**config.mk**
```make
export PLATFORM = sky130hd
export DESIGN_NAME = pr_video_stream_decoupler
export DESIGN_NICKNAME = d
export VERILOG_FILES = /design/src/rtl/pr_video_stream_decoupler.sv
export SDC_FILE = /design/constraint.sdc
export NUM_CORES = 1
export LEC_CHECK = 0
export CAP_MARGIN = 5
export CORE_MARGIN = 2
export CORE_UTILIZATION = 46
export CTS_CLUSTER_SIZE = 8
export DETAILED_ROUTE_END_ITERATION = 6
export PLACE_DENSITY_LB_ADDON = 0.08
export SLEW_MARGIN = 25
export SYNTH_ARGS = -nofsm -noshare
export SYNTH_HDL_FRONTEND = slang
export SYNTH_SLANG_ARGS = --single-unit
```
**constraint.sdc**
```tcl
create_clock -name clk -period 2.27 [get_ports clk]
set_input_delay 0.227 -clock clk [delete_from_list [all_inputs] [get_ports clk]]
set_output_delay 0.227 -clock clk [all_outputs]
set_load 0.01 [all_outputs]
```
**src/rtl/pr_video_stream_decoupler.sv**
```systemverilog
// Frame-aligned AXI4-Stream decoupler between a reconfigurable video filter and the video output.
// Define PR_DECOUP_LINECHK_EN to add the per-line width checker and its err_line_cnt port.
module pr_video_stream_decoupler #(
  parameter int DATA_W     = 24,
  parameter int RST_CYCLES = 16,
  parameter int TIMEOUT    = 4096
) (
  input  logic              clk,
  input  logic              reset,
  input  logic              decouple_req,
  input  logic [11:0]       cfg_lines,
  input  logic [11:0]       cfg_width,
  input  logic [DATA_W-1:0] s_axis_tdata,
  input  logic              s_axis_tvalid,
  output logic              s_axis_tready,
  input  logic              s_axis_tuser,
  input  logic              s_axis_tlast,
  output logic [DATA_W-1:0] m_axis_tdata,
  output logic              m_axis_tvalid,
  input  logic              m_axis_tready,
  output logic              m_axis_tuser,
  output logic              m_axis_tlast,
  output logic              decoupled,
  output logic              rp_reset,
  output logic              timeout_flag,
  output logic [15:0]       frame_cnt
`ifdef PR_DECOUP_LINECHK_EN
  ,
  output logic [7:0]        err_line_cnt
`endif
);

  localparam logic [2:0] ST_DECOUPLED = 3'd0;
  localparam logic [2:0] ST_RST_HOLD  = 3'd1;
  localparam logic [2:0] ST_SYNC      = 3'd2;
  localparam logic [2:0] ST_RUN       = 3'd3;
  localparam logic [2:0] ST_DRAIN     = 3'd4;

  localparam int RST_W  = $clog2(RST_CYCLES) + 1;
  localparam int IDLE_W = $clog2(TIMEOUT) + 1;
  localparam int BEAT_W = DATA_W + 2;

  logic [2:0]        state_reg, state_next;
  logic [RST_W-1:0]  rst_cnt_reg;
  logic [IDLE_W-1:0] idle_cnt_reg;
  logic [11:0]       line_cnt_reg;
  logic              pending_reg;
  logic              timeout_reg;
  logic [15:0]       frame_cnt_reg;
  logic              out_valid_reg, sk_valid_reg;
  logic [BEAT_W-1:0] out_beat_reg, sk_beat_reg;

  logic              accept, pop, eof, timeout_hit;
  logic [11:0]       line_base;
  logic [BEAT_W-1:0] in_beat;

  assign in_beat = {s_axis_tuser, s_axis_tlast, s_axis_tdata};
  assign accept  = (state_reg == ST_RUN) && s_axis_tvalid && !sk_valid_reg;
  assign pop     = out_valid_reg && m_axis_tready;

  // A SOF beat restarts the line count before the end-of-frame test looks at it.
  assign line_base   = s_axis_tuser ? 12'd0 : line_cnt_reg;
  assign eof         = accept && s_axis_tlast && (line_base == cfg_lines - 12'd1);
  assign timeout_hit = (state_reg == ST_RUN) && pending_reg && !accept &&
                       (idle_cnt_reg == IDLE_W'(TIMEOUT - 1));

  always_comb begin
    s_axis_tready = 1'b0;
    unique case (state_reg)
      ST_DECOUPLED, ST_RST_HOLD: s_axis_tready = 1'b1;
      ST_SYNC:                   s_axis_tready = ~s_axis_tuser;
      ST_RUN:                    s_axis_tready = ~sk_valid_reg;
      default:                   s_axis_tready = 1'b0;
    endcase
  end

  always_comb begin
    state_next = state_reg;
    unique case (state_reg)
      ST_DECOUPLED: if (!decouple_req) state_next = ST_RST_HOLD;
      ST_RST_HOLD: begin
        if (decouple_req)                                  state_next = ST_DECOUPLED;
        else if (rst_cnt_reg == RST_W'(RST_CYCLES - 1))    state_next = ST_SYNC;
      end
      ST_SYNC: begin
        if (decouple_req)                      state_next = ST_DRAIN;
        else if (s_axis_tvalid && s_axis_tuser) state_next = ST_RUN;
      end
      ST_RUN: if ((eof && (pending_reg || decouple_req)) || timeout_hit) state_next = ST_DRAIN;
      ST_DRAIN: if (!out_valid_reg && !sk_valid_reg) state_next = ST_DECOUPLED;
      default: state_next = ST_DECOUPLED;
    endcase
  end

  always_ff @(posedge clk) begin
    if (reset) begin
      state_reg     <= ST_DECOUPLED;
      rst_cnt_reg   <= '0;
      idle_cnt_reg  <= '0;
      line_cnt_reg  <= '0;
      pending_reg   <= 1'b0;
      timeout_reg   <= 1'b0;
      frame_cnt_reg <= '0;
      out_valid_reg <= 1'b0;
      out_beat_reg  <= '0;
      sk_valid_reg  <= 1'b0;
      sk_beat_reg   <= '0;
    end else begin
      state_reg   <= state_next;
      rst_cnt_reg <= (state_reg == ST_RST_HOLD) ? rst_cnt_reg + RST_W'(1) : '0;

      if (state_reg == ST_RUN && state_next == ST_RUN) pending_reg <= pending_reg | decouple_req;
      else                                             pending_reg <= 1'b0;

      if (state_reg == ST_RUN && state_next == ST_RUN && pending_reg && !accept)
        idle_cnt_reg <= idle_cnt_reg + IDLE_W'(1);
      else
        idle_cnt_reg <= '0;

      if (timeout_hit) timeout_reg <= 1'b1;

      if (accept) begin
        if (s_axis_tlast) line_cnt_reg <= eof ? 12'd0 : line_base + 12'd1;
        else              line_cnt_reg <= line_base;
        if (s_axis_tuser) frame_cnt_reg <= frame_cnt_reg + 16'd1;
      end

      // Two-entry skid: out stage feeds the master port, the skid entry absorbs one stalled beat.
      if (!out_valid_reg || pop) begin
        if (sk_valid_reg) begin
          out_beat_reg  <= sk_beat_reg;
          out_valid_reg <= 1'b1;
          sk_valid_reg  <= 1'b0;
        end else begin
          out_valid_reg <= accept;
          if (accept) out_beat_reg <= in_beat;
        end
      end else if (accept) begin
        sk_beat_reg  <= in_beat;
        sk_valid_reg <= 1'b1;
      end
    end
  end

  assign m_axis_tvalid = out_valid_reg;
  assign {m_axis_tuser, m_axis_tlast, m_axis_tdata} = out_beat_reg;
  assign decoupled     = (state_reg == ST_DECOUPLED) || (state_reg == ST_RST_HOLD);
  assign rp_reset      = decoupled;
  assign timeout_flag  = timeout_reg;
  assign frame_cnt     = frame_cnt_reg;

`ifdef PR_DECOUP_LINECHK_EN
  logic [11:0] pix_cnt_reg;
  logic [7:0]  err_cnt_reg;

  always_ff @(posedge clk) begin
    if (reset) begin
      pix_cnt_reg <= '0;
      err_cnt_reg <= '0;
    end else if (state_reg != ST_RUN) begin
      pix_cnt_reg <= '0;
    end else if (accept) begin
      if (s_axis_tlast) begin
        pix_cnt_reg <= '0;
        if ((({1'b0, pix_cnt_reg} + 13'd1) != {1'b0, cfg_width}) && (err_cnt_reg != 8'hFF))
          err_cnt_reg <= err_cnt_reg + 8'd1;
      end else begin
        pix_cnt_reg <= pix_cnt_reg + 12'd1;
      end
    end
  end

  assign err_line_cnt = err_cnt_reg;
`else
  logic unused_cfg_width;
  assign unused_cfg_width = ^cfg_width;
`endif

endmodule

```
==> results of run 1 <==
==> worst min-delay path: cells and delay by family <==
kind	cells	cell delay [ns]
AOI/OAI and AO/OA	1	0.03
buffers and inverters	2	0.29
and+or+nand+nor	1	0.10
==> where the power goes <==
part | switching, mW | internal, mW
logic | 0.122 | 0.135
registers | 0.00282 | 1.84
clock network | 0.649 | 0.769
==> cell type report <==
| type | count | area (um^2) |
|---|---|---|
| fill | 897 | 3590 |
| multi-input combinational | 447 | 2800 |
| sequential | 105 | 2100 |
| timing repair buffer | 151 | 1410 |
| tap | 136 | 170 |
| clock buffer | 10 | 138 |
| clock inverter | 6 | 113 |
| inverter | 9 | 38.8 |
==> logic make-up after synthesis <==
kind of cell	share of synthesized area [%]
buffers and inverters	3.37
multiplexers	6.31
AO/OA/AOI/OAI	14.3
XOR/XNOR	6.91
adder cells (fa/ha/maj)	1.52
AND/OR/NAND/NOR	25.1
flip-flops	42.6
==> how the worst max path moves through the flow <==
stage,start,end,depth (start not counted)
floorplan,cfg_lines[4],state_reg[0],7
global placement,cfg_lines[0],line_cnt_reg[4],9
detailed placement,cfg_lines[0],line_cnt_reg[1],9
CTS,cfg_lines[1],line_cnt_reg[1],13
global route,line_cnt_reg[11],line_cnt_reg[1],10
finish,cfg_lines[6],line_cnt_reg[1],10
==> cell usage after synthesis, types with 2 or more instances <==
cell type  count
xor2_1        20
ha_1           6
a21oi_1       48
a31oi_1        4
nand3_1       21
and3_1        12
o21ai_0        6
nor2_1        89
dfxtp_1      105
clkbuf_1      26
xnor2_1       19
o41ai_1        2
o211ai_1       5
o21ai_1        7
and4_1         2
buf_1          6
inv_1          9
or4_4          2
nor2b_1       12
nand2b_1       8
nor3_1        12
nand3b_1       2
nand2_1       76
or3_1          6
a211oi_1      26
mux2i_1       30
or2_2          2
nand4_1        2
nor4_1         2
and2_1         2
a31o_1         3
==> repair_timing <==
action / CTS / global route
setup buffers: 1 / 0
gates resized for setup: 35 / 11
pin swaps: 8 / 6
endpoints found under the setup margin: 17 / 15
gates cloned: 0 / 0
==> metal layers <==
metal | wire (um) | vias to the layer above | global-route usage, % | part of all wire (%)
met5 | 0 | - | 0 | 0
met4 | 99 | 0 | 4.40 | 0.82
met3 | 569 | 8 | 4.96 | 4.7
met2 | 5990 | 92 | 36.0 | 50
met1 | 5400 | 2138 | 27.3 | 45
li1 | - | 2313 | - | -
==> through the flow <==
step                setup WS, ns  TNS, ns  cell area, um^2  hold WS [ns]  util [%]
global route              -0.108   -0.934             6780         0.338      65.4
CTS                      -0.0325   -0.155             6730         0.302      64.9
floorplan                -0.0754   -0.637             5000         0.326         -
global placement          -0.752   -12.56             6420         0.427      61.9
detailed placement        -0.791   -13.09             6420         0.447      61.9
finish                   -0.0332  -0.0967             6780         0.316      65.4
==> impl_results.md, run 1 <==
* Critical Path Fanout Max at 5
* Num CTS Buffers at 9
* WL/cell at 13.9 um
* Leakage power at 2.36 nW
* Clock transition at the registers of the reported paths at 0.10 ns
* Cell Rows at 37
* Clk_lat worst skew at 0.37 ns
* Clock sink total at 105
* DR vias at 4551
* Fin. max-slew vios at 0
* Min Tclk post-route at 2.30 ns
* Syn Inst Count at 595
* Total congestion overflow at 0
* CTS Buffer Depth at 2
* Relative slew slack at 74.1%
* Die Wd at 108 um
* Final hold violations at 0
* Flops & latches, synth at 105
* Buffers and inverters on the worst path at 3
* Max incr delay on CP at 0.51 ns
* Flop-to-flop setup slack at 0.01 ns
* Max_cap viols at 0
* Worst path slowest cell: or4_4
* Hold path depth at 4
* DRC viols at 0
* Worst path cell trace: dlygate4sd2_1 -> or4_4 -> or2_4 -> buf_6 -> xor2_2 -> o2111ai_2 -> a2111oi_4 -> buf_4 -> nand3b_1 -> a311oi_1
* Register area share after synthesis at 42.6%
* Die area at 11600 um^2
* CTS tree: done
* Cell Count Post-Placement at 847
* Worst Tran Pin Value at 0.388 ns
* Synth Net Count at 656
* Total chip power at 3.52 mW
* First-pass GRT wire length at 19900 um
* Total Wirelength at 12100 um
* Worst EP required at 2.51 ns
* Area Overhead vs Synth at 37.3%
* Layout cells sized above 1 at 16.3%
* Antenna-violating nets left at 0
* Status: complete, but fails checks
* Number of global-route vias before repair at 4265
* Yosys Warn Count at 0
* P per Cell Area at 519 nW/um^2
* Top post-synthesis cells by area: dfxtp_1 43%, nor2_1 6.8%, mux2i_1 6.1%
* Hold Path End: state_reg[2]
* Initial antenna violation count at 0
* DR vias/cell at 5.27
* 1st-iter DRT viols at 242
* Core area at 10400 um^2
* RSZ-0062 raised after global routing: true
* Average size of a mapped cell at 8.30 um^2
* Max Freq at 0.434 GHz
* CTS root buffer: clkbuf_8
* Crit Reg-Reg Endpoint: line_cnt_reg[1]
* Die outline height at 108 um
* # port buffers at 89
* Initial Util at 47.6%
* R2R depth at 10
* Post-synth top area share at 42.6%
* Synth Cell Area at 4940 um^2
* CP startpoint kind: input pin
* Layout Cells excl Fill at 864
* Max Clock Skew at 0.0115 ns
* Post-synthesis async set-or-reset flop share at 0%
* Hold Startpoint: reset
* Post-synth top area cell: dfxtp_1
* Final GP Congestion at 0.846
* Final net count at 784
* Commonest non-fill, non-tap cell in the layout: dfxtp_1
* Synth unique cells at 54
* Failing checks: setup timing
* Dpl hpwl at 8540 um
* CP Capture Type: register
* Worst EP arrival at 2.54 ns
* Final setup margin at -0.0332 ns
* CP delay by family, top: simple AND/OR/NAND/NOR gates
* Number of enable flip-flop cells after synthesis at 0
* GRT Total Usage at 21.1%
* Cts hold-fix bufs at 0
* Post-synth top flop: dfxtp_1
* Hold crit path type: in2reg
* VDD IR max at 0.366 mV
* Most frequent cells in the layout: 103 x dfxtp_1, 85 x nor2_1, 79 x clkdlybuf4s50_1, 76 x nand2_1, 53 x buf_4
* IO Count at 102
* Total iterations of the first detailed-routing run at 4
* Final setup viols at 8
* Post-route clock period utilization at 101%
* # diodes at 0
* Critical path type: in2reg
* Critical R2R Launch: line_cnt_reg[11]
* Largest net degree at the start of global routing at 84
* H-tree depth at 3
(Power assumes the default switching activity.)
==> run 2: changes to the inputs <==
Settings changed: CORE_MARGIN 2 to default, TNS_END_PERCENT from default to 20.
==> run 2 against run 1 <==
Effect of this change:
- the run still ends with setup timing left
- combinational power is essentially flat
- utilization shrank 0.63 points
- critical endpoint is now line_cnt_reg[11]
- first-iteration DRC count shrank 14%
- sequential share of layout area grew 0.32 points
- count of clock-buffer cells in the layout is the same
- final area shrank 0.96%
==> impl_results.md, run 2 (same netlist as run 1, synthesis figures left out) <==
* Total iterations of the first detailed-routing run at 4 (unchanged)
* CTS tree: done
* CP delay by family, top: simple AND/OR/NAND/NOR gates
* Max Clock Skew at 0.0180 ns (+0.00657 ns)
* Worst path cell trace: nor2b_4 -> xor2_2 -> buf_4 -> nor3_1 -> a31oi_1 -> or4_4 -> a2111oi_4 -> buf_4 -> a21oi_2 -> a31o_1
* WL/cell at 13.8 um (-1.2%)
* Final setup margin at -0.0386 ns (-0.00541 ns)
* Largest net degree at the start of global routing at 53 (-37%)
* DR vias at 4565 (+0.31%)
* Post-Route Utilization at 64.8% (-0.63 points)
* Initial Util at 47.6% (unchanged)
* CTS root buffer: clkbuf_8
* 1st-iter DRT viols at 208 (-14%)
* IO Count at 102 (unchanged)
* Antenna-violating nets left at 0 (unchanged)
* DR vias/cell at 5.26 (-0.15%)
* Layout cells sized above 1 at 18.4% (+2.1 points)
* Max_cap viols at 0 (unchanged)
* Total congestion overflow at 0 (unchanged)
* CP startpoint kind: register
* Buffers and inverters on the worst path at 2 (-1)
* Clk_lat worst skew at 0.36 ns (about the same)
* Minimum hold slack at 0.264 ns (-0.0520 ns)
* Final GP Congestion at 0.868 (+2.7%)
* Failing checks: setup timing
* Final net count at 788 (+0.51%)
* Most common cell on crit path: buf_4
* Max Freq at 0.433 GHz (-0.23%)
* DRC viols at 0 (unchanged)
* Die outline height at 106 um (-1.9%)
* First-pass GRT wire length at 19900 um (about the same)
* Worst path slowest cell: or4_4
* Relative slew slack at 67.3% (-6.9 points)
* Critical Path Fanout Max at 4 (-1)
* Final-layout fill cell count at 943 (+5.1%)
* Worst Tran Pin Value at 0.491 ns (+0.103 ns)
* Die Wd at 106 um (-1.9%)
* CTS Buffer Depth at 2 (unchanged)
* Die area at 11200 um^2 (-3.7%)
* Critical path type: reg2reg
* # port buffers at 89 (unchanged)
* Most frequent cells in the layout: 102 x dfxtp_1, 87 x nor2_1, 79 x clkdlybuf4s50_1, 76 x nand2_1, 63 x buf_4
* GRT Total Usage at 21.8% (+0.67 points)
* Hold crit path type: in2reg
* Pre-CTS WS at -0.827 ns (-0.0360 ns)
* Flip-flop and latch area at 2110 um^2 (about the same)
* # diodes at 0 (unchanged)
* Multi-input gate area at 2820 um^2 (+0.54%)
* Post-route cell area at 6720 um^2 (-0.96%)
* Num CTS Buffers at 9 (unchanged)
* Area Overhead vs Synth at 35.9%
* P per Cell Area at 477 nW/um^2 (-8.1%)
* Worst EP required at 2.52 ns (about the same)
* Clock sink total at 105 (unchanged)
* Clock transition at the registers of the reported paths at 0.10 ns (about the same)
* Fin. max-slew vios at 0 (unchanged)
* Worst EP arrival at 2.56 ns (+0.02 ns)
* Number of global-route vias before repair at 4428 (+3.8%)
* Dpl hpwl at 8400 um (-1.6%)
* Core area at 10400 um^2 (unchanged)
* VDD IR max at 0.388 mV (+5.9%)
* Initial antenna violation count at 0 (unchanged)
* Min Tclk post-route at 2.31 ns (+0.00541 ns)
* Leakage power at 2.33 nW (-1.5%)
* Post-route clock period utilization at 102% (+0.24 points)
* Placed Area at 6400 um^2 (-0.27%)
* Status: complete, but fails checks
* Commonest non-fill, non-tap cell in the layout: dfxtp_1
* Max incr delay on CP at 0.44 ns (-0.07 ns)
* Final setup viols at 9 (+1)
* RSZ-0062 raised after global routing: true
* H-tree depth at 3 (unchanged)
* Final hold violations at 0 (unchanged)
* CP Capture Type: register
* Cell Rows at 37 (unchanged)
* Total Wirelength at 12000 um (-0.71%)
==> run 2: worst reg2reg max path, cell delays in order, from the launching register on <==
cell	delay [ns]
dfxtp_2	0.34
nor2b_4	0.13
xor2_2	0.16
buf_4	0.13
nor3_1	0.13
a31oi_1	0.07
or4_4	0.44
a2111oi_4	0.37
buf_4	0.22
a21oi_2	0.03
a31o_1	0.19
==> run 2: area by class of cell <==
cell class	instances	area share, %
clock buffer	10	1.90
tap	136	2.53
inverter	9	0.578
sequential	105	31.4
clock inverter	6	0.894
multi-input combinational	447	42.0
timing repair buffer	155	20.8
==> run 2: timing repair <==
| action | CTS | global route |
|---|---|---|
| setup endpoints to repair | 16 | 16 |
| hold buffers | 0 | 0 |
| hold endpoints to repair | 0 | 0 |
| pin swaps | 5 | 13 |
| gates resized for setup | 25 | 37 |
| setup buffers | 3 | 4 |
==> run 2: path summary, 6_finish.rpt <==
check                                      start          endpoint  slack (ns)  depth (start not counted)
worst min-delay path                       reset      frame_cnt[3]        0.26                          2
worst max register to register  line_cnt_reg[11]  line_cnt_reg[11]       -0.04                         10
worst max-delay path            line_cnt_reg[11]  line_cnt_reg[11]       -0.04                         10
worst min register to register    rst_cnt_reg[0]    rst_cnt_reg[0]        0.45                          1
==> run 2: stage by stage <==
step	TNS, ns	cells	total power [mW]
final	-0.179	868	3.21
after floorplan	-0.701	595	1.99
after CTS	-0.357	865	3.22
after global placement	-10.68	848	2.13
after detailed placement	-11.62	848	2.14
after global routing	-1.54	868	3.32
==> run 2: report_power, final <==
group	leakage (nW)	internal (mW)	switching, mW
logic	1.39	0.135	0.121
registers	0.847	1.84	0.00327
clock network	0.0882	0.425	0.676
total	2.33	2.40	0.801
==> run 2: metal layers <==
| metal | track usage, % | wire, um |
|---|---|---|
| met5 | 0 | 0 |
| met2 | 37.9 | 5880 |
| met4 | 6.25 | 89 |
| met1 | 27.9 | 5610 |
| met3 | 3.28 | 388 |
